`config.mk`:
```
export PLATFORM = sky130hd
export DESIGN_NAME = seg_display_sched_flat
export DESIGN_NICKNAME = d
export VERILOG_FILES = /design/src/rtl/seg_display_sched_pkg.sv /design/src/rtl/seg_display_sched_if.sv /design/src/rtl/seg_display_sched_rr_pick.sv /design/src/rtl/seg_display_sched.sv /design/src/flat_wrapper.sv
export SDC_FILE = /design/constraint.sdc
export NUM_CORES = 1
export LEC_CHECK = 0
export CAP_MARGIN = 15
export CORE_UTILIZATION = 49
export CTS_BUF_LIST = sky130_fd_sc_hd__clkbuf_16
export DETAILED_ROUTE_END_ITERATION = 10
export GPL_TIMING_DRIVEN = 0
export PLACE_DENSITY = 0.78
export SKIP_LAST_GASP = 1
export SLEW_MARGIN = 20
export SYNTH_ARGS = -nofsm -noshare
export SYNTH_HDL_FRONTEND = slang
export SYNTH_SLANG_ARGS = --single-unit
```
`constraint.sdc`:
```
create_clock -name clk -period 3.9 [get_ports clk]
set_input_delay 0.585 -clock clk [delete_from_list [all_inputs] [get_ports clk]]
set_output_delay 0.585 -clock clk [all_outputs]
set_load 0.005 [all_outputs]
```
`src/rtl/seg_display_sched_pkg.sv`:
```
// Shared types and helpers for the seven-segment display scheduler and its round-robin pickers.
// The round-robin search is written for up to 8 requesters so that other arbiters can reuse it.
package disp_pkg;

    typedef enum logic [1:0] {
        IDLE = 2'd0,
        SHOW = 2'd1,
        PIN  = 2'd2
    } state_t;

    localparam int DWELL_DEFAULT = 50_000_000;
    localparam int MAX_SRC       = 8;

    typedef struct packed {
        logic       found;
        logic [2:0] idx;
    } pick_t;

    // First set bit of mask[n-1:0] at or after start, wrapping at n.
    function automatic pick_t next_valid(input logic [7:0] mask,
                                         input logic [2:0] start,
                                         input int         n);
        pick_t r;
        int    j;
        r = '0;
        j = 0;
        for (int k = 0; k < MAX_SRC; k++) begin
            if (k < n && !r.found) begin
                j = int'(start) + k;
                if (j >= n) begin
                    j = j - n;
                end
                if (mask[j[2:0]]) begin
                    r.found = 1'b1;
                    r.idx   = j[2:0];
                end
            end
        end
        return r;
    endfunction

endpackage

```
`src/rtl/seg_display_sched_if.sv`:
```
// Requester and display-side signals of the segment display scheduler.
// master = CPU debug taps / decoder side, slave = the scheduler.
interface seg_display_sched_if #(
    parameter int NUM_SRC = 4,
    parameter int SEL_W   = $clog2(NUM_SRC)
);
    logic [NUM_SRC-1:0]   src_valid;
    logic [8*NUM_SRC-1:0] src_data;
    logic                 pin_req;
    logic [SEL_W-1:0]     pin_sel;
    logic [7:0]           disp_data;
    logic [SEL_W-1:0]     disp_src;
    logic                 disp_valid;
    logic                 slot_tick;

    modport master (
        output src_valid, src_data, pin_req, pin_sel,
        input  disp_data, disp_src, disp_valid, slot_tick
    );

    modport slave (
        input  src_valid, src_data, pin_req, pin_sel,
        output disp_data, disp_src, disp_valid, slot_tick
    );
endinterface

```
`src/rtl/seg_display_sched_rr_pick.sv`:
```
// Round-robin search: first set bit of mask at or after start, with wrap.
// Latency: purely combinational.
// Backpressure: none.
module rr_pick
    import disp_pkg::*;
#(
    parameter int N     = 4,
    parameter int SEL_W = $clog2(N)
) (
    input  logic [N-1:0]     mask,
    input  logic [SEL_W-1:0] start,
    output logic [SEL_W-1:0] idx,
    output logic             found
);
    logic [7:0] mask8;
    pick_t      pick;

    always_comb begin
        mask8        = '0;
        mask8[N-1:0] = mask;
        pick         = next_valid(mask8, 3'(start), N);
        idx          = pick.idx[SEL_W-1:0];
        found        = pick.found;
    end
endmodule

```
`src/rtl/seg_display_sched.sv`:
```
// Time-shares the two-digit hex display round-robin between valid byte sources, with pin override.
// Latency: all outputs registered; input change at cycle t is visible at t+1.
// Backpressure: none; the downstream decoder consumes disp_data every cycle.
module seg_display_sched
    import disp_pkg::*;
#(
    parameter int NUM_SRC = 4,
    parameter int DWELL   = DWELL_DEFAULT,
    parameter int SEL_W   = $clog2(NUM_SRC)
) (
    input  logic              clk,
    input  logic              rst,
    seg_display_sched_if.slave bus
);
    localparam int                CNT_W  = $clog2(DWELL);
    localparam logic [CNT_W-1:0]  RELOAD = CNT_W'(DWELL - 1);
    localparam logic [SEL_W:0]    NSRC   = (SEL_W + 1)'(NUM_SRC);
    localparam logic [SEL_W-1:0]  LAST   = SEL_W'(NUM_SRC - 1);

    state_t           state_q, state_d;
    logic [SEL_W-1:0] cur_q, cur_d;
    logic [SEL_W-1:0] ptr_q, ptr_d;
    logic [CNT_W-1:0] cnt_q, cnt_d;
    logic             tick_d;

    logic [7:0]       disp_data_q;
    logic [SEL_W-1:0] disp_src_q;
    logic             disp_valid_q;
    logic             slot_tick_q;

    logic             pin_ok;
    logic [SEL_W-1:0] cur_inc;
    logic [SEL_W-1:0] start_idx, next_idx;
    logic             start_found, next_found;

    assign pin_ok  = bus.pin_req && ({1'b0, bus.pin_sel} < NSRC);
    assign cur_inc = (cur_q == LAST) ? '0 : cur_q + 1'b1;

    // Resume point after IDLE, remembered so a fresh burst does not always favour source 0.
    rr_pick #(.N(NUM_SRC), .SEL_W(SEL_W)) u_pick_start (
        .mask  (bus.src_valid),
        .start (ptr_q),
        .idx   (start_idx),
        .found (start_found)
    );

    // Search starts just past cur, so cur itself is only chosen when it is the sole valid source.
    rr_pick #(.N(NUM_SRC), .SEL_W(SEL_W)) u_pick_next (
        .mask  (bus.src_valid),
        .start (cur_inc),
        .idx   (next_idx),
        .found (next_found)
    );

    always_comb begin
        state_d = state_q;
        cur_d   = cur_q;
        ptr_d   = ptr_q;
        cnt_d   = cnt_q;
        tick_d  = 1'b0;
        case (state_q)
            IDLE: begin
                if (pin_ok) begin
                    state_d = PIN;
                    cur_d   = bus.pin_sel;
                end else if (start_found) begin
                    state_d = SHOW;
                    cur_d   = start_idx;
                    cnt_d   = RELOAD;
                end
            end
            SHOW: begin
                if (pin_ok) begin
                    state_d = PIN;
                    cur_d   = bus.pin_sel;
                end else if (cnt_q == '0 || !bus.src_valid[cur_q]) begin
                    // Expiry and mid-slot drop share one path; only expiry pulses the tick.
                    tick_d = (cnt_q == '0);
                    ptr_d  = cur_inc;
                    cnt_d  = RELOAD;
                    if (next_found) begin
                        cur_d = next_idx;
                    end else begin
                        state_d = IDLE;
                    end
                end else begin
                    cnt_d = cnt_q - 1'b1;
                end
            end
            PIN: begin
                if (!bus.pin_req) begin
                    state_d = SHOW;
                    cnt_d   = RELOAD;
                end else if (pin_ok) begin
                    cur_d = bus.pin_sel;
                end
            end
            default: begin
                state_d = IDLE;
            end
        endcase
    end

    always_ff @(posedge clk) begin
        if (rst) begin
            state_q      <= IDLE;
            cur_q        <= '0;
            ptr_q        <= '0;
            cnt_q        <= '0;
            disp_data_q  <= 8'h00;
            disp_src_q   <= '0;
            disp_valid_q <= 1'b0;
            slot_tick_q  <= 1'b0;
        end else begin
            state_q      <= state_d;
            cur_q        <= cur_d;
            ptr_q        <= ptr_d;
            cnt_q        <= cnt_d;
            slot_tick_q  <= tick_d;
            disp_valid_q <= (state_d != IDLE);
            // Registered from the next-state index so the first slot shows one cycle after the request.
            if (state_d != IDLE) begin
                disp_data_q <= bus.src_data[{cur_d, 3'b000} +: 8];
                disp_src_q  <= cur_d;
            end else begin
                disp_data_q <= 8'h00;
                disp_src_q  <= '0;
            end
        end
    end

    assign bus.disp_data  = disp_data_q;
    assign bus.disp_src   = disp_src_q;
    assign bus.disp_valid = disp_valid_q;
    assign bus.slot_tick  = slot_tick_q;

endmodule

```
`src/flat_wrapper.sv`:
```
// flat-port wrapper written by rule: the top's interface ports become plain ports
module seg_display_sched_flat import disp_pkg::*;
#(
    parameter int NUM_SRC = 4,
    parameter int DWELL   = DWELL_DEFAULT,
    parameter int SEL_W   = $clog2(NUM_SRC)
)
  (clk, rst, bus_src_valid, bus_src_data, bus_pin_req, bus_pin_sel, bus_disp_data, bus_disp_src, bus_disp_valid, bus_slot_tick);
  seg_display_sched_if #(.NUM_SRC(NUM_SRC), .SEL_W(SEL_W)) bus_i ();
  input  logic clk;
  input  logic rst;
  input wire logic [$bits(bus_i.src_valid)-1:0] bus_src_valid;
  input wire logic [$bits(bus_i.src_data)-1:0] bus_src_data;
  input wire logic [$bits(bus_i.pin_req)-1:0] bus_pin_req;
  input wire logic [$bits(bus_i.pin_sel)-1:0] bus_pin_sel;
  output wire logic [$bits(bus_i.disp_data)-1:0] bus_disp_data;
  output wire logic [$bits(bus_i.disp_src)-1:0] bus_disp_src;
  output wire logic [$bits(bus_i.disp_valid)-1:0] bus_disp_valid;
  output wire logic [$bits(bus_i.slot_tick)-1:0] bus_slot_tick;
  assign bus_i.src_valid = bus_src_valid;
  assign bus_i.src_data = bus_src_data;
  assign bus_i.pin_req = bus_pin_req;
  assign bus_i.pin_sel = bus_pin_sel;
  assign bus_disp_data = bus_i.disp_data;
  assign bus_disp_src = bus_i.disp_src;
  assign bus_disp_valid = bus_i.disp_valid;
  assign bus_slot_tick = bus_i.slot_tick;
  seg_display_sched #(.NUM_SRC(NUM_SRC), .DWELL(DWELL), .SEL_W(SEL_W)) u_core (.clk(clk), .rst(rst), .bus(bus_i));
endmodule
```
* Word-level counts from Yosys, hierarchy flattened *
Index checks and enable logic that the tools add are counted.

word-level totals
  input bits = 41
  register bits after elaboration = 44
  word-level logic and storage cells = 130

operators by class
  bitwise gates (word level) = 4
  $add $sub $neg = 16
  eq/ne operators = 7
  mux-type cells = 67
  shifts and indexed selects = 1
  magnitude comparators = 17
  reductions and logical operators = 10

operators with widths
  kind                   number
  $mux 26                5
  $pmux 26 s3            1
  $mux 4                 14
  $mux 3                 14
  $lt 3x4->1 const B     8
  $shiftx 32x6->8        1
  $logic_not 26->1       1
  $mux 2                 13
  $sub 26x1->26 const B  1
  $bmux 1 s3             8
  $ge 3x3->1 const B     6
  $sub 3x3->3 const B    6
  $add 2x2->3 const B    4
  $pmux 2 s3             2
  $mux 1                 9
  $ne 2x2->1 const B     4
  $add 2x1->3 const B    2
  $ge 2x3->1 const B     2
  $sub 2x3->3 const B    2
  $reduce_and 5->1       1
  $eq 2x2->1 const B     2
  $not 1->1              4
  $reduce_or 4->1        1
  $lt 2x3->1 const B     1
  other kinds (10)       10

* Longest topological paths before layout *
Gate-level depths: netlist of the first run.

  depth after elaboration = 29
  mapped depth = 10

* Cells and area by module *
A second synthesis of the first run with hierarchy kept.

unflattened totals
  cells, all modules = 288
  area total of the unflattened synthesis = 2476.1 um^2

by module, submodules not included
  module             area each (um^2)  seq. area each (um^2)  instances  cells an instance
  seg_display_sched  2313.5            880.8                  1          258
  rr_pick            81.3              0.0                    2          15

* Worst setup path before layout of the first run *
Ideal clock, no wire load.

  path kind = input to register
  start = in bus_src_valid[0]
  end = reg u_core.cnt_q[12]
  cell stages on the path = 8
  path slack = 1.148 ns
  arrival = 2.620 ns
  cell sequence = clkbuf_1 or4_1 clkbuf_1 o31ai_1 or2_1 buf_2 clkbuf_1 a21oi_1

between the ends
  cells in the longest elaborated chain, start to end = 8

ends and longest elaborated chain
  what                               line                         RTL
  start: declaration                 flat_wrapper.sv:12           input wire logic [$bits(bus_i.src_valid)-1:0] bus_src_valid;
  $bmux 1 s3                         seg_display_sched_pkg.sv:33  if (mask[j[2:0]]) begin
  $mux 1 (implied by the code)       seg_display_sched_pkg.sv:33
  $mux 4                             seg_display_sched_pkg.sv:33
  $mux 4 (3 in a row)                seg_display_sched_pkg.sv:28  if (k < n && !r.found) begin
  $ne 2x2->1 (no source line)        -
  $reduce_and 5->1 (no source line)  -
  end signal: assignment             seg_display_sched.sv:118     cnt_q <= cnt_d;
  end: declaration                   seg_display_sched.sv:23      logic [CNT_W-1:0] cnt_q, cnt_d;

Several ways; a longest one is shown, not always the timed one. The select of a mux whose other input is x is not followed.
A chain may end at the register's enable or synchronous reset.

* Final worst setup path of the first run *
  start = in bus_src_valid[2]
  end = reg u_core.cnt_q[20]

Same word-level chain as after synthesis.

==> flow_metrics.env, run 1 <==
export IMPL_post_cts_buffers=0
export IMPL_hold_buffers=0
export IMPL_max_cap_violations=0
export IMPL_path_delay_family="buffers and inverters"
export IMPL_status="completed"
export IMPL_place_gp_congestion=0.828
export IMPL_insertion_delay_ps=280
export IMPL_dp_hpwl_um=4330
export IMPL_cp_num_buf_inv=4
export IMPL_crit_fanout=10
export IMPL_drive_above_1_share_pct=8.33
export IMPL_diodes=0
export IMPL_crit_type="in -> reg"
export IMPL_end_kind="flip-flop"
export IMPL_vias=2296
export IMPL_drtIter0Drc=151
export IMPL_setup_tns_ps=0
export IMPL_firstDrtPassIters=4
export IMPL_core_rowCount=25
export IMPL_setup_viol=0
export IMPL_synth_top_cell_area_share_pct=35.9
export IMPL_grt_util_all_layers_pct=23.5
export IMPL_grt_overflow_total=0
export IMPL_worst_hold_slack_ps=488
export IMPL_cts_tree="done"
export IMPL_core_area_um2=4790
export IMPL_ir_drop_mv=0.236
export IMPL_tightestPinTransition_ps=910
export IMPL_powerDensity_nw_per_um2=390
export IMPL_clock_sinks=44
export IMPL_worstPathArrival_ps=3330
export IMPL_cts_resized=0
export IMPL_syn_area_um2=2450
export IMPL_die_x_um=72.8
export IMPL_grt_pass1_wl_um=9760
export IMPL_grt_antenna_before_repair=0
export IMPL_start_util_pct=51.3
export IMPL_synth_fp_nets=334
export IMPL_avgSynthCellArea_um2=8.46
export IMPL_die_h_um=72.8
export IMPL_ys_types=57
export IMPL_fmax_ghz=0.314
export IMPL_ys_top_cells_by_area="dfxtp_1, mux2i_1, a21oi_1, xnor2_1, nor2_1"
export IMPL_p_comb_share_pct=25.2
export IMPL_p_int_uw=888
export IMPL_p_leak_uw=0.00119
export IMPL_max_stage_delay_ps=770
export IMPL_port_buffers=50
export IMPL_switching_share_pct=28.4
export IMPL_relSlewSlack_pct=38.8
export IMPL_ys_seq_elements=44
export IMPL_critPathLaunchType="primary input"
export IMPL_finalMaxSlewViolations=0
export IMPL_rsz0062_at_grt="no"
export IMPL_yosysSeqAreaShare_pct=35.9
export IMPL_fill_cells=409
export IMPL_power_frac_seq_pct=41.7
export IMPL_clock_power_share_pct=33.1
export IMPL_grt_pass1_vias=2197
export IMPL_synth_warnings=0
export IMPL_cts_root_buf="clkbuf_16"
export IMPL_dieArea_um2=5290
export IMPL_synth_top_area_cell="dfxtp_1"
export IMPL_ios=53
export IMPL_crit_required_ps=4040
export IMPL_routed_via_density=5.53
export IMPL_avgRoutedWirePerCell_um=14.0
export IMPL_post_route_period_util_pct=81.6
export IMPL_crit_chain="clkdlybuf4s50_1 -> or4_1 -> clkbuf_1 -> o31ai_1 -> or2_1 -> buf_2 -> clkbuf_1 -> a21oi_1"
export IMPL_async_reset_ff_share_pct=0
export IMPL_hold_path_class="reg -> reg"
export IMPL_syn2layout_area_growth_pct=29.7
export IMPL_wl_um=5820
export IMPL_h_tree_depth=2
export IMPL_cts_made_buffers=5
export IMPL_skew_ps=5.17
export IMPL_synth_edf_count=0
export IMPL_clk_path_buf_depth=2
export IMPL_crit_path_top_delay_cell="o31ai_1"
export IMPL_antenna_left=0
export IMPL_switching_power_uw=352
export IMPL_grt_max_degree=15
export IMPL_path_clk_slew_ps=60
export IMPL_nNetsFinal=391
export IMPL_synth_cells=290
export IMPL_synth_main_ff_cell="dfxtp_1"
export IMPL_critPathMostFrequentCell="clkbuf_1"
export IMPL_drc=0
export IMPL_timing_hold_violations_final=0
export IMPL_min_period_ps=3180
==> final cells by class <==
cell class                 count  area (um2)  area share [%]
sequential                    44         881            27.7
multi-input combinational    217        1440            45.2
clock buffer                   5         125            3.93
buffer                        20         100            3.15
timing repair buffer          50         500            15.7
tap                           67        83.8            2.63
clock inverter                 3        18.8           0.590
inverter                       9        33.8            1.06
==> kinds of logic (layout without fill, tap and decap cells) <==
group,count (synthesis),after routing,synth area share (%)
DFF,44,44,35.9
muxes,19,19,7.75
and+or+nand+nor,104,104,22.8
xor gates and xnor gates,20,20,7.14
buffers and inverters,29,87,5.46
adders and majority gates,3,3,1.53
AOI/OAI and AO/OA,71,71,19.4
==> cell usage after synthesis, types with 7 or more instances <==
cell,count
dfxtp_1,44
a21oi_1,28
nor2_1,27
mux2i_1,19
nand2_1,18
clkbuf_1,13
xnor2_1,12
nand2b_1,10
nor3_1,10
nor4_1,9
inv_1,8
o22ai_1,8
xor2_1,8
o21ai_0,7
==> layer usage <==
metal / vias up / GRT usage (%) / share of wire [%]
met4: 0 / 4.58 / 0.81
met5: - / 0 / 0
met1: 1061 / 28.2 / 43
met2: 73 / 41.7 / 49
li1: 1156 / - / -
met3: 6 / 6.77 / 7.2
==> path summary, 6_finish.rpt <==
path | startpoint | endpoint | slack (ps) | depth (start not counted)
max | bus_src_valid[2] | u_core.cnt_q[20] | 720 | 8
min | u_core.cnt_q[0] | u_core.cnt_q[0] | 490 | 1
max reg2reg | u_core.cnt_q[0] | u_core.bus.disp_data[7] | 730 | 10
min reg2reg | u_core.cnt_q[0] | u_core.cnt_q[0] | 490 | 1
==> cell usage in the layout, fill, tap and decap left out, drive strengths merged, types with 3 or more instances in the layout <==
master / count
nor3: 10
o21ai: 8
a21oi: 28
dfxtp: 44
nand2: 20
clkinv: 3
xor2: 8
ha: 3
nor4: 9
nor2b: 3
nand2b: 10
clkdlybuf4s50: 50
o211a: 3
xnor2: 12
a211oi: 3
clkbuf: 18
a311oi: 3
or4: 5
or2: 6
o22ai: 8
inv: 9
buf: 7
mux2i: 19
nor2: 27
==> state kept, by name (all words and copies together) (netlist names) <==
name and flops:
u_core.bus.disp_data 8, u_core.cur_q 2, u_core.bus.slot_tick 1, u_core.ptr_q 2, u_core.bus.disp_src 2, u_core.state_q 2, u_core.bus.disp_valid 1, u_core.cnt_q 26
==> metrics by stage <==
step | setup slack (ps) | cells | utilization, % | cell area (um2) | total power [uW]
floorplan | 1150 | 290 | - | 2450 | 720
global placement | 510 | 407 | 63.5 | 3040 | 829
detailed placement | 450 | 407 | 63.5 | 3040 | 837
CTS | 725 | 415 | 66.5 | 3180 | 1240
global route | 520 | 415 | 66.5 | 3180 | 1300
finish | 718 | 415 | 66.5 | 3180 | 1240
==> power by group through the flow <==
| stage | Sequential [uW] | Clock (uW) | Combinational [uW] |
|---|---|---|---|
| 2_1_floorplan | 523 | 0 | 197 |
| 3_3_place_gp | 525 | 0 | 304 |
| 3_5_place_dp | 527 | 0 | 310 |
| 4_1_cts | 517 | 413 | 314 |
| 5_1_grt | 522 | 436 | 344 |
| 6_report | 517 | 410 | 313 |
No activity file was read; power rests on OpenSTA's default activity.
==> run 2: changes to the inputs <==
CORE_UTILIZATION = 46   (was 49)
PLACE_DENSITY = 0.76   (was 0.78)
clock period = 2.56 ns   (was 3.9 ns; I/O delays follow)
==> run 2 against run 1 <==
  * The flow now finishes with violations (setup timing)
  * Worst hold slack got worse by 13 ps
  * Design area rose by 12%
  * Routed wire length rose by 8.3%
  * Clock power rose by 79%
  * Clock skew rose by 0.97 ps
  * Sequential power rose by 53%
  * Core utilization rose by 3.1 points
  * Via count rose by 1.3%
  * Die area rose by 6.4%
  * Register-to-register slack got worse by 980 ps
  * Global-route usage fell by 0.13 points
  * Critical endpoint is now u_core.cnt_q[6]
  * Largest power group unchanged
==> flow_metrics.env, run 2 (same netlist as run 1, synthesis figures left out) <==
export IMPL_top_register="u_core.cnt_q"
export IMPL_end_kind="flip-flop"
export IMPL_p_int_uw=1530
export IMPL_grt_overflow_total=0
export IMPL_antenna_left=0
export IMPL_setup_tns_ps=-1630
export IMPL_drtIter0Drc=146
export IMPL_clk_path_buf_depth=2
export IMPL_dp_hpwl_um=4100
export IMPL_skew_ps=6.13
export IMPL_grt_pass1_wl_um=9880
export IMPL_worst_slack_ps=-250
export IMPL_crit_start="u_core.cnt_q[0]"
export IMPL_r2r_start="u_core.cnt_q[0]"
export IMPL_setup_viol=10
export IMPL_crit_fanout=5
export IMPL_crit_type="reg -> reg"
export IMPL_grt_pass1_vias=2199
export IMPL_p_leak_uw=0.00133
export IMPL_h_tree_depth=2
export IMPL_ios=53
export IMPL_grt_max_degree=15
export IMPL_hold_path_class="reg -> reg"
export IMPL_status="finished with violations"
export IMPL_vias=2325
export IMPL_insertion_delay_ps=290
export IMPL_clock_sinks=44
export IMPL_min_period_ps=2810
export IMPL_grt_antenna_before_repair=0
export IMPL_die_h_um=75.0
export IMPL_cts_tree="done"
export IMPL_path_clk_slew_ps=60
export IMPL_syn2layout_area_growth_pct=44.9
export IMPL_finalMaxSlewViolations=0
export IMPL_power_frac_seq_pct=37.4
export IMPL_switching_share_pct=27.9
export IMPL_diodes=0
export IMPL_largest_reg_flops=26
export IMPL_tightestPinTransition_ps=553
export IMPL_postLayoutCoreUtil_pct=69.6
export IMPL_worstPathArrival_ps=2980
export IMPL_post_route_period_util_pct=110
export IMPL_place_gp_congestion=0.883
export IMPL_hold_start="u_core.cnt_q[0]"
export IMPL_grt_util_all_layers_pct=23.4
export IMPL_powerDensity_nw_per_um2=597
export IMPL_rsz0062_at_grt="yes"
export IMPL_core_area_um2=5110
export IMPL_violations="setup timing"
export IMPL_critPathLaunchType="flip-flop"
export IMPL_cts_root_buf="clkbuf_16"
export IMPL_wl_um=6300
export IMPL_drive_above_1_share_pct=21.4
export IMPL_final_common_cell="clkdlybuf4s50_1"
export IMPL_drc=0
export IMPL_firstDrtPassIters=4
export IMPL_clock_power_share_pct=34.6
export IMPL_avgRoutedWirePerCell_um=14.7
export IMPL_relSlewSlack_pct=63.1
export IMPL_nNetsFinal=402
export IMPL_cts_made_buffers=5
export IMPL_die_x_um=75.0
export IMPL_core_rowCount=26
export IMPL_port_buffers=50
export IMPL_fmax_ghz=0.356
export IMPL_hold_buffers=0
export IMPL_switching_power_uw=593
export IMPL_dieArea_um2=5630
export IMPL_ir_drop_mv=0.328
export IMPL_p_comb_share_pct=28.0
export IMPL_timing_hold_violations_final=0
export IMPL_crit_required_ps=2730
export IMPL_routed_via_density=5.42
export IMPL_final_cell_mix="clkdlybuf4s50_1, dfxtp_1, nor2_1"
export IMPL_start_util_pct=48.0
export IMPL_max_cap_violations=0
==> run 2: final cells by class <==
type	count	area, um2
multi-input cells	217	1620
fillers	419	1550
flip-flops and latches	44	892
repair buffers	66	652
clock buffers	5	125
plain buffers	15	104
well taps	70	87.6
clock inverters	3	42.5
inverters	9	33.8
==> run 2: routing by layer <==
layer | global-route usage, % | wire length, um | vias to the layer above
met5 | 0 | 0 | -
met4 | 6.50 | 125 | 0
met3 | 6.83 | 344 | 13
met2 | 42.0 | 3120 | 69
met1 | 26.9 | 2710 | 1069
li1 | - | - | 1174
==> run 2: timing repair <==
| action | in CTS | in global routing |
|---|---|---|
| pin swaps | 12 | 5 |
| endpoints found under the setup margin | 32 | 35 |
| cloned | 1 | 1 |
| hold endpoints to repair | 0 | 0 |
| setup buffers | 12 | 2 |
| gates resized for setup | 25 | 28 |
==> run 2: metrics by stage <==
step	instance area, um2	total power (uW)	hold WS, ps	worst slack (ps)	std cells
2_1_floorplan	2460	1100	430	-107	290
3_3_place_gp	3050	1270	440	-670	410
3_5_place_dp	3050	1270	463	-655	410
4_1_cts	3430	2080	467	-207	429
5_1_grt	3550	2220	491	-305	429
6_report	3550	2120	475	-250	429
==> run 2: power groups by stage <==
stage | sequential [uW] | clock, uW | combinational, uW
after CTS | 788 | 749 | 542
final | 793 | 734 | 595
after global placement | 800 | 0 | 465
after global routing | 799 | 772 | 646
after detailed placement | 803 | 0 | 471
after floorplan | 798 | 0 | 302
==> run 2: worst paths after layout <==
| path | endpoint | slack (ps) | cells past startpoint |
|---|---|---|---|
| setup / recovery | u_core.cnt_q[6] | -250 | 10 |
| hold / removal | u_core.cnt_q[0] | 470 | 1 |
| setup reg to reg | u_core.cnt_q[6] | -250 | 10 |
| hold reg to reg | u_core.cnt_q[0] | 470 | 1 |
==> run 2: critical path, cell delays in order (launching register included) <==
cell	delay [ps]
dfxtp_2	340
inv_2	90
ha_4	130
or4b_4	460
or4_4	480
buf_4	170
o211a_4	240
or2_4	270
a22oi_2	140
nor2_1	80
a311oi_1	300
==> run 3: changes to the inputs <==
--- a/config.mk
+++ b/config.mk
@@ -7,9 +7,9 @@
 export LEC_CHECK = 0
 export CAP_MARGIN = 15
-export CORE_UTILIZATION = 46
+export CORE_UTILIZATION = 35
 export CTS_BUF_LIST = sky130_fd_sc_hd__clkbuf_16
 export DETAILED_ROUTE_END_ITERATION = 10
 export GPL_TIMING_DRIVEN = 0
-export PLACE_DENSITY = 0.76
+export SETUP_SLACK_MARGIN = 0.4
 export SKIP_LAST_GASP = 1
 export SLEW_MARGIN = 20
==> constraint.sdc (replaced) <==
create_clock -name clk -period 2.56 [get_ports clk]
set_input_delay 0.512 -clock clk [delete_from_list [all_inputs] [get_ports clk]]
set_output_delay 0.512 -clock clk [all_outputs]
set_load 0.005 [all_outputs]
==> run 3 against run 2 <==
  * The flow still finishes with violations (setup timing)
  * Combinational power grew 7.2%
  * Power grew 5.0%
  * Maximum frequency shrank 0.37%
  * Non-clock buffer count grew 12
  * Worst hold slack lost 0.96 ps
  * Sequential power shrank 0.5%
  * Setup slack lost 11 ps
  * Critical path type unchanged
==> flow_metrics.env, run 3 (same netlist as run 1, synthesis figures left out) <==
export IMPL_antenna_left=0
export IMPL_status="finished with violations"
export IMPL_path_clk_slew_ps=60
export IMPL_grt_overflow_total=0
export IMPL_tightestPinTransition_ps=780
export IMPL_r2r_end="u_core.bus.disp_data[0]"
export IMPL_rsz0062_at_grt="yes"
export IMPL_top_layer_used="met4"
export IMPL_r2r_slack_ps=-260
export IMPL_p_leak_uw=0.00141
export IMPL_wl_met3_um=219
export IMPL_ios=53
export IMPL_setup_viol=31
export IMPL_drive_above_1_share_pct=25.9
export IMPL_hold_path_class="reg -> reg"
export IMPL_start_util_pct=36.1
export IMPL_wl_met1_um=2830
export IMPL_timing_hold_violations_final=0
export IMPL_hold_buffers=0
export IMPL_nNetsFinal=414
export IMPL_clk_path_buf_depth=2
export IMPL_final_common_cell="clkdlybuf4s50_1"
export IMPL_reg2reg_depth=9
export IMPL_core_area_um2=6790
export IMPL_cts_tree="done"
export IMPL_dieArea_um2=7350
export IMPL_post_dp_cell_area_um2=3190
export IMPL_diodes=0
export IMPL_avgRoutedWirePerCell_um=13.3
export IMPL_drc=0
export IMPL_final_cell_mix="clkdlybuf4s50_1, dfxtp_1, nor2_1"
export IMPL_violations="setup timing"
export IMPL_worst_slack_ps=-261
export IMPL_crit_fanout=5
export IMPL_cts_root_buf="clkbuf_16"
export IMPL_r2r_start="u_core.cnt_q[11]"
export IMPL_crit_path_top_delay_cell="or4_4"
export IMPL_h_tree_depth=2
export IMPL_drtIter0Drc=87
export IMPL_port_buffers=50
export IMPL_max_cap_violations=0
export IMPL_largest_reg_flops=26
export IMPL_min_period_ps=2820
export IMPL_skew_ps=8.29
export IMPL_clock_sinks=44
export IMPL_critPathLaunchType="flip-flop"
export IMPL_post_route_period_util_pct=110
export IMPL_routed_via_density=5.06
export IMPL_crit_chain="or4_4 -> buf_6 -> or4_4 -> o21ai_4 -> o2111ai_4 -> a221oi_4 -> or2_4 -> buf_6 -> o22ai_2"
export IMPL_fin_area_um2=3740
export IMPL_route_met2_wl_um=3110
export IMPL_setup_tns_ps=-4540
export IMPL_vias=2360
export IMPL_die_h_um=85.7
export IMPL_die_x_um=85.7
export IMPL_wl_um=6210
export IMPL_grt_max_degree=14
export IMPL_dp_hpwl_um=4350
export IMPL_ir_drop_mv=0.370
export IMPL_grt_pass1_vias=2216
export IMPL_hold_start="u_core.cnt_q[0]"
export IMPL_fmax_ghz=0.354
export IMPL_firstDrtPassIters=4
export IMPL_holdPathEnd="u_core.cnt_q[0]"
export IMPL_crit_required_ps=2720
export IMPL_cts_made_buffers=5
export IMPL_grt_pass1_wl_um=10300
export IMPL_powerDensity_nw_per_um2=595
export IMPL_grt_util_all_layers_pct=17.4
export IMPL_place_gp_congestion=0.837
export IMPL_grt_antenna_before_repair=0
export IMPL_min_path_cells=1
export IMPL_syn2layout_area_growth_pct=52.6
export IMPL_max_stage_delay_ps=570
export IMPL_relSlewSlack_pct=48.0
export IMPL_insertion_delay_ps=280
export IMPL_end_kind="flip-flop"
export IMPL_worstPathArrival_ps=2980
export IMPL_finalMaxSlewViolations=0
export IMPL_core_rowCount=30
export IMPL_power_uw=2230
export IMPL_crit_type="reg -> reg"
export IMPL_top_register="u_core.cnt_q"
run 3: cell types whose count changed in the layout (fill, tap and decap cells not counted), moves of 2 or more:
cell	previous run	this run
nand2_1	18	16
dfxtp_2	6	4
buf_4	12	15
clkbuf_1	6	8
o22ai_2	1	5
buf_6	5	12
or4_4	5	3
or4_1	0	2
a21oi_1	24	16
o22ai_1	7	3
a21oi_2	3	12
dfxtp_1	37	39
run 3: worst max path at each step:
| stage | endpoint | from | slack, ps | cells past startpoint |
|---|---|---|---|---|
| after floorplan | u_core.bus.disp_data[5] | u_core.cnt_q[0] | -110 | 10 |
| after global placement | u_core.cnt_q[23] | bus_src_valid[2] | -690 | 9 |
| after detailed placement | u_core.cnt_q[23] | bus_src_valid[2] | -710 | 9 |
| after CTS | u_core.bus.disp_data[0] | u_core.cnt_q[11] | -320 | 9 |
| after global routing | u_core.bus.disp_data[5] | u_core.cnt_q[11] | -350 | 9 |
| final | u_core.bus.disp_data[0] | u_core.cnt_q[11] | -260 | 9 |
run 3: layout make-up:
type | instances | area, um2
inverters | 9 | 33.8
clock inverters | 2 | 60.1
fillers | 635 | 3050
flip-flops and latches | 44 | 890
well taps | 96 | 120
repair buffers | 73 | 702
plain buffers | 20 | 158
multi-input cells | 217 | 1660
clock buffers | 5 | 125
run 3: per-stage QoR:
step	std cells	util (%)	worst slack (ps)	hold slack [ps]
after floorplan	290	-	-107	430
after global placement	436	47.0	-687	451
after detailed placement	436	47.0	-710	449
after CTS	460	53.4	-317	463
after global routing	466	55.1	-349	480
final	466	55.1	-261	474
run 3: worst max-delay path: cells and delay by family, from the launching register on:
kind | cells | cell delay, ps
AOI/OAI and AO/OA | 4 | 830
buffers and inverters | 2 | 250
DFF | 1 | 320
and+or+nand+nor | 3 | 1300
run 3: power by group:
group,switching [uW],internal [uW]
Clock,247,553
Sequential,44.4,745
Combinational,284,354
Total,576,1650
run 3: what timing repair did:
| item | CTS | global route |
|---|---|---|
| gates resized for setup | 32 | 15 |
| buffers inserted | 16 | 6 |
| gates cloned | 1 | 0 |
| setup endpoints to repair | 41 | 41 |
| pin swaps | 17 | 4 |
run 3: metal layers:
| layer | GRT usage (%) | up-vias |
|---|---|---|
| met2 | 29.1 | 40 |
| met1 | 22.6 | 1106 |
| met4 | 5.15 | 0 |
| met5 | 0 | - |
| met3 | 3.75 | 7 |
| li1 | - | 1207 |
